## src/rtl/mod_accumulator.sv

```systemverilog
// Registered modular accumulator: each enabled cycle acc <= (acc + iData) reduced by one
// conditional subtraction of iQ; iQ == 0 selects plain 2^BITWIDTH wraparound.
module mod_accumulator #(
    parameter int BITWIDTH = 32
) (
    input  logic                iClk,
    input  logic                iRstN,
    input  logic                iEn,
    input  logic                iClr,
    input  logic [BITWIDTH-1:0] iData,
    input  logic [BITWIDTH-1:0] iQ,
    output logic [BITWIDTH-1:0] oData
);

    logic [BITWIDTH-1:0] acc_q;
    logic [BITWIDTH-1:0] acc_d;

    // The sum keeps its carry bit so the compare against q never loses overflow;
    // the subtraction can be done at BITWIDTH because the result is truncated anyway.
    function automatic logic [BITWIDTH-1:0] modadd(
        input logic [BITWIDTH-1:0] a,
        input logic [BITWIDTH-1:0] d,
        input logic [BITWIDTH-1:0] q
    );
        logic [BITWIDTH:0] s;
        s = {1'b0, a} + {1'b0, d};
        if ((q != '0) && (s >= {1'b0, q})) begin
            modadd = s[BITWIDTH-1:0] - q;
        end else begin
            modadd = s[BITWIDTH-1:0];
        end
    endfunction

    always_comb begin
        acc_d = acc_q;
        if (iClr) begin
            acc_d = '0;
        end else if (iEn) begin
            acc_d = modadd(acc_q, iData, iQ);
        end
    end

    always_ff @(posedge iClk) begin
        if (!iRstN) begin
            acc_q <= '0;
        end else begin
            acc_q <= acc_d;
        end
    end

    assign oData = acc_q;

endmodule

```

## config.mk

```make
export PLATFORM = sky130hd
export DESIGN_NAME = mod_accumulator
export DESIGN_NICKNAME = d
export VERILOG_FILES = /design/src/rtl/mod_accumulator.sv
export SDC_FILE = /design/constraint.sdc
export NUM_CORES = 1
export LEC_CHECK = 0
export ABC_AREA = 0
export ABC_CLOCK_PERIOD_IN_PS = 5900
export CAP_MARGIN = 20
export CORE_MARGIN = 8
export CORE_UTILIZATION = 25
export DETAILED_ROUTE_END_ITERATION = 10
export PLACE_DENSITY = 0.43
export SYNTH_ARGS = -nofsm -noshare
export SYNTH_HDL_FRONTEND = slang
export SYNTH_SLANG_ARGS = --single-unit
```

## constraint.sdc

```tcl
create_clock -name iClk -period 5.9 [get_ports iClk]
set_clock_uncertainty 0.1 [all_clocks]
set_input_delay 1.18 -clock iClk [delete_from_list [all_inputs] [get_ports iClk]]
set_output_delay 1.18 -clock iClk [all_outputs]
set_load 0.1 [all_outputs]
```

# Word level (Yosys, flattened, before mapping)
# Index checks and enable logic that the tools add are counted.
[word_totals]
regBits = 32
latch_bits = 0
mem_bits_rw = 0
rom_bits = 0
inputBits = 68
output_inout_bits = 32
elab_cells = 9
mem_count = 0
[op_classes]
add_sub_neg = 2
mul = 0
div = 0
order_cmp = 1
eq_ne = 0
n_shift = 0
n_mux = 1
n_bitwise = 1
reduce_logical = 3
[ops]
columns = ["op", "count"]
rows = [
  ["$add 32x32->33", 1],
  ["$ge 33x32->1", 1],
  ["$mux 32", 1],
  ["$reduce_bool 32->1", 1],
  ["$sub 32x32->32", 1],
  ["$reduce_or 2->1", 1],
  ["$logic_and 1x1->1", 1],
  ["$not 1->1", 1],
]

# Longest topological paths before layout
[depth]
word_depth = 4
mapped_depth = 22
mapped_depth_nobuf = 20

# Worst setup path before layout
# No wires, ideal clock.
[synth_timing]
kind = "in2reg"
from = "in iData[0]"
to = "reg acc_q[12] (netlist: oData[12])"
setup_time_ps = 133
arrival_time_ps = 5125
t_required_ps = 5667
path_slack_ps = 542
stages = 21
path_buffers = 2
path_cell_list = "ha_1 -> fa_1 -> a21oi_1 -> o21bai_1 -> nor4_1 -> nor2_1 -> o31a_1 -> a311oi_1 -> xnor2_1 -> ha_1 -> a21oi_1 -> o221ai_1 -> a21oi_1 -> o21ai_1 -> a21oi_2 -> o211ai_1 -> a211oi_2 -> buf_6 -> buf_8 -> mux2i_1 -> a21oi_1"
[synth_between]
elab_chain_cells = 4
elab_cells_between_ends = 5
classes_between = "add/sub: 2; order compare: 1; mux: 1; reduce/logical: 1"
[synth_rtl]
columns = ["element", "line_no", "source"]
rows = [
  ["start: declaration", "10", "input logic [BITWIDTH-1:0] iData,"],
  ["$add 32x32->33 (*)", "26", "s = {1'b0, a} + {1'b0, d};"],
  ["$ge 33x32->1", "27", "if ((q != '0) && (s >= {1'b0, q})) begin"],
  ["$logic_and 1x1->1", "27", ""],
  ["$mux 32 (*)", "27", ""],
  ["end signal: assignment", "45", "acc_q <= '0;"],
  ["end signal: assignment", "47", "acc_q <= acc_d;"],
  ["end: declaration", "15", "logic [BITWIDTH-1:0] acc_q;"],
]
# Every way passes the cells marked *; elsewhere a longest branch is shown, timed or not.
# A chain may end at the register's enable or synchronous reset.

# Final worst setup path
[layout_timing]
from = "in iData[5]"
to = "reg acc_q[7] (netlist: oData[7])"
# The elaborated chain is that of the path after synthesis.

==> qor.yml <==
status: "complete, no violations"
grt_first_pass_wirelength_mm: 32.6
dpl.hpwl_mm: 17.2
drt-total-wl_mm: 20.9
syn_inst: 701
min_path_cells: 2
grt_pass1_vias: 6219
synth_seq_cells: 32
core_area_um2: 20000
synth_edf_count: 0
power_density_nw_per_um2: 277
drv_cap: 0
antenna_found_initial: 0
synthDistinctLibCells: 66
synthAdderAreaFrac_pct: 16.6
worstSetupStartpointType: "primary input"
power.total_mw: 2.22
final-hold-violation-count: 0
largest_reg_flops: 32
io_buffers: 99
setup_viol: 0
clkSlewWorstSetupHoldPaths_ns: 0.06
die_w_um: 158
drt_first_iter_violations: 229
ant_nets: 0
die_height_um: 158
h-tree-depth: 2
worstMarginPinSlew_ns: 1.03
viasPerCell: 5.05
cts_tree: "built"
synth_mux_area_share_pct: 5.17
synth_seq_area_share_pct: 12.7
yosys.area_share.xor_xnor_pct: 7.96
drt-pass1-iter-count: 4
setup_ws_ns: 0.155
grt_max_degree: 62
globalplace.congestion: 0.843
worstSetupPathType: "primary input to flip-flop"
period_share_pct: 97.4
leakagePower_nw: 3.64
layout.nets: 1082
cp-end-kind: "flip-flop"
fp.dieArea_um2: 25100
synth_top_family_by_area: "compound AO/OA/AOI/OAI gates"
ir_drop_uv: 117
holdCritPathClass: "flip-flop to flip-flop"
drive_above_1_share_pct: 23.5
routedWlPerCell_um: 17.1
ys.flop_type: "dfxtp_1"
rows: 52
whs_ns: 0.418
yosys.area_share.simple_pct: 20.6
synthArstFlopShare_pct: 0
crit_fanout: 5
num_vias: 6160
synth-warning-count: 0
syn_avg_cell_area_um2: 7.22
cp.arrival_ns: 5.77
area_delta_synth_final_pct: 58.5
max_freq_mhz: 174
clockRootBuffer: "clkbuf_16"
post-route-min-period_ns: 5.75
remaining_drc_errors: 0
slew_headroom_pct: 31.3
gr-total-overflow: 0
synth.cell_area_um2: 5060
synth_nets: 835
clock_sinks: 32
initial_utilization_pct: 25.3
final_max_slew_viol_count: 0
reg2reg_depth: 21
dpl_worst_slack_ns: -0.550
num_antenna_cells: 0
cts_max_path_buffers: 2
clock_latency_ns: 0.29
synth_compound_area_share_pct: 31.4
io_pins: 100
required_ns: 5.93
numCtsBuffers: 5
track_usage_pct: 16.5
-- worst paths after layout --
check,start,to,slack (ns)
worst max register to register,oData[0],oData[27],0.98
worst min register to register,oData[11],oData[11],0.42
worst min-delay path,oData[11],oData[11],0.42
worst max-delay path,iData[5],oData[7],0.15
-- layout by cell type (no fill, tap or decap), types with 8 or more instances in the layout --
master	instances
clkdlybuf4s50_1	91
nor2b_1	12
and3_1	8
a21oi_1	71
nand3_1	17
nand2_1	45
xor2_1	14
dfxtp_1	32
o31ai_1	8
nor2_1	46
ha_4	8
nor4_1	13
nor3_1	17
buf_4	154
o21ai_1	9
xnor2_1	30
mux2i_1	21
o21ai_0	56
a21o_1	23
inv_1	49
o21a_1	8
ha_1	53
a31oi_1	19
-- cells by family after synthesis --
| group | count (synthesis) |
|---|---|
| AOI/OAI and AO/OA | 254 |
| and+or+nand+nor | 208 |
| buffers and inverters | 69 |
| adders and majority gates | 66 |
| xor gates and xnor gates | 46 |
| DFF | 32 |
| muxes | 26 |
-- worst max-delay path, stage by stage --
cell and delay [ns]:
clkdlybuf4s50_1 0.48, ha_2 0.29, buf_4 0.14, o2111a_1 0.16
a221oi_2 0.29, buf_4 0.18, nor2_1 0.05, nor2_1 0.13
xnor2_1 0.16, ha_1 0.30, and2_4 0.18, a311o_1 0.31
o41ai_2 0.38, nand3_1 0.19, a21oi_2 0.20, o211ai_1 0.15
a211oi_4 0.33, buf_12 0.16, buf_4 0.15, mux2i_2 0.24
a21oi_1 0.10
-- through the flow --
step | area, um2 | utilization (%) | TNS, ns | instances
3_5_place_dp | 7400 | 36.9 | -15.07 | 1195
6_report | 8030 | 40.0 | 0 | 1219
5_1_grt | 8030 | 40.0 | -0.0513 | 1219
2_1_floorplan | 5060 | - | 0 | 701
4_1_cts | 7770 | 38.8 | 0 | 1212
3_3_place_gp | 7400 | 36.9 | -14.71 | 1195
-- synth_stat cells, types with 8 or more instances --
library cell  instances  area [um2]
o31ai_1              10        75.1
a21o_1               23         173
a31oi_1              20         125
nor2_1               49         184
xor2_1               15         131
nand2_1              45         169
nor2b_1              13        81.3
xnor2_1              31         272
dfxtp_1              32         641
inv_1                49         184
a211oi_1              9        67.6
clkbuf_1             16        60.1
o21ai_0              58         290
and3_1                8        50.1
nand3_1              19        95.1
a21oi_1              76         380
nor4_1               14        87.6
nor3_1               19        95.1
o21a_1                8        60.1
ha_1                 64         801
o21ai_1               8        40.0
mux2i_1              25         250
-- cell type report --
class / instances / area (um2)
fillers: 2158 / 12000
multi-input cells: 600 / 4450
repair buffers: 260 / 2260
flip-flops and latches: 32 / 641
well taps: 270 / 338
inverters: 49 / 184
clock buffers: 6 / 139
clock inverters: 2 / 10.0
-- routing by layer --
layer / vias up / track usage (%) / wire [um]
met5: - / 0 / 0
met4: 0 / 3.68 / 335
met1: 2913 / 20.6 / 9550
met3: 20 / 2.96 / 946
met2: 123 / 29.0 / 10100
li1: 3104 / - / -
-- report_power, final --
part	internal (mW)	switching [mW]
Clock	0.167	0.116
Sequential	0.236	0.0193
Combinational	0.788	0.894
-- what timing repair did --
item                                    4_1_cts  5_1_grt
gates cloned                                  0        0
buffers inserted                              9        8
pin swaps                                    21       32
hold buffers                                  0        0
endpoints found under the setup margin       32       32
gates resized for setup                      28       39
Power figures use the tool's default switching activity.
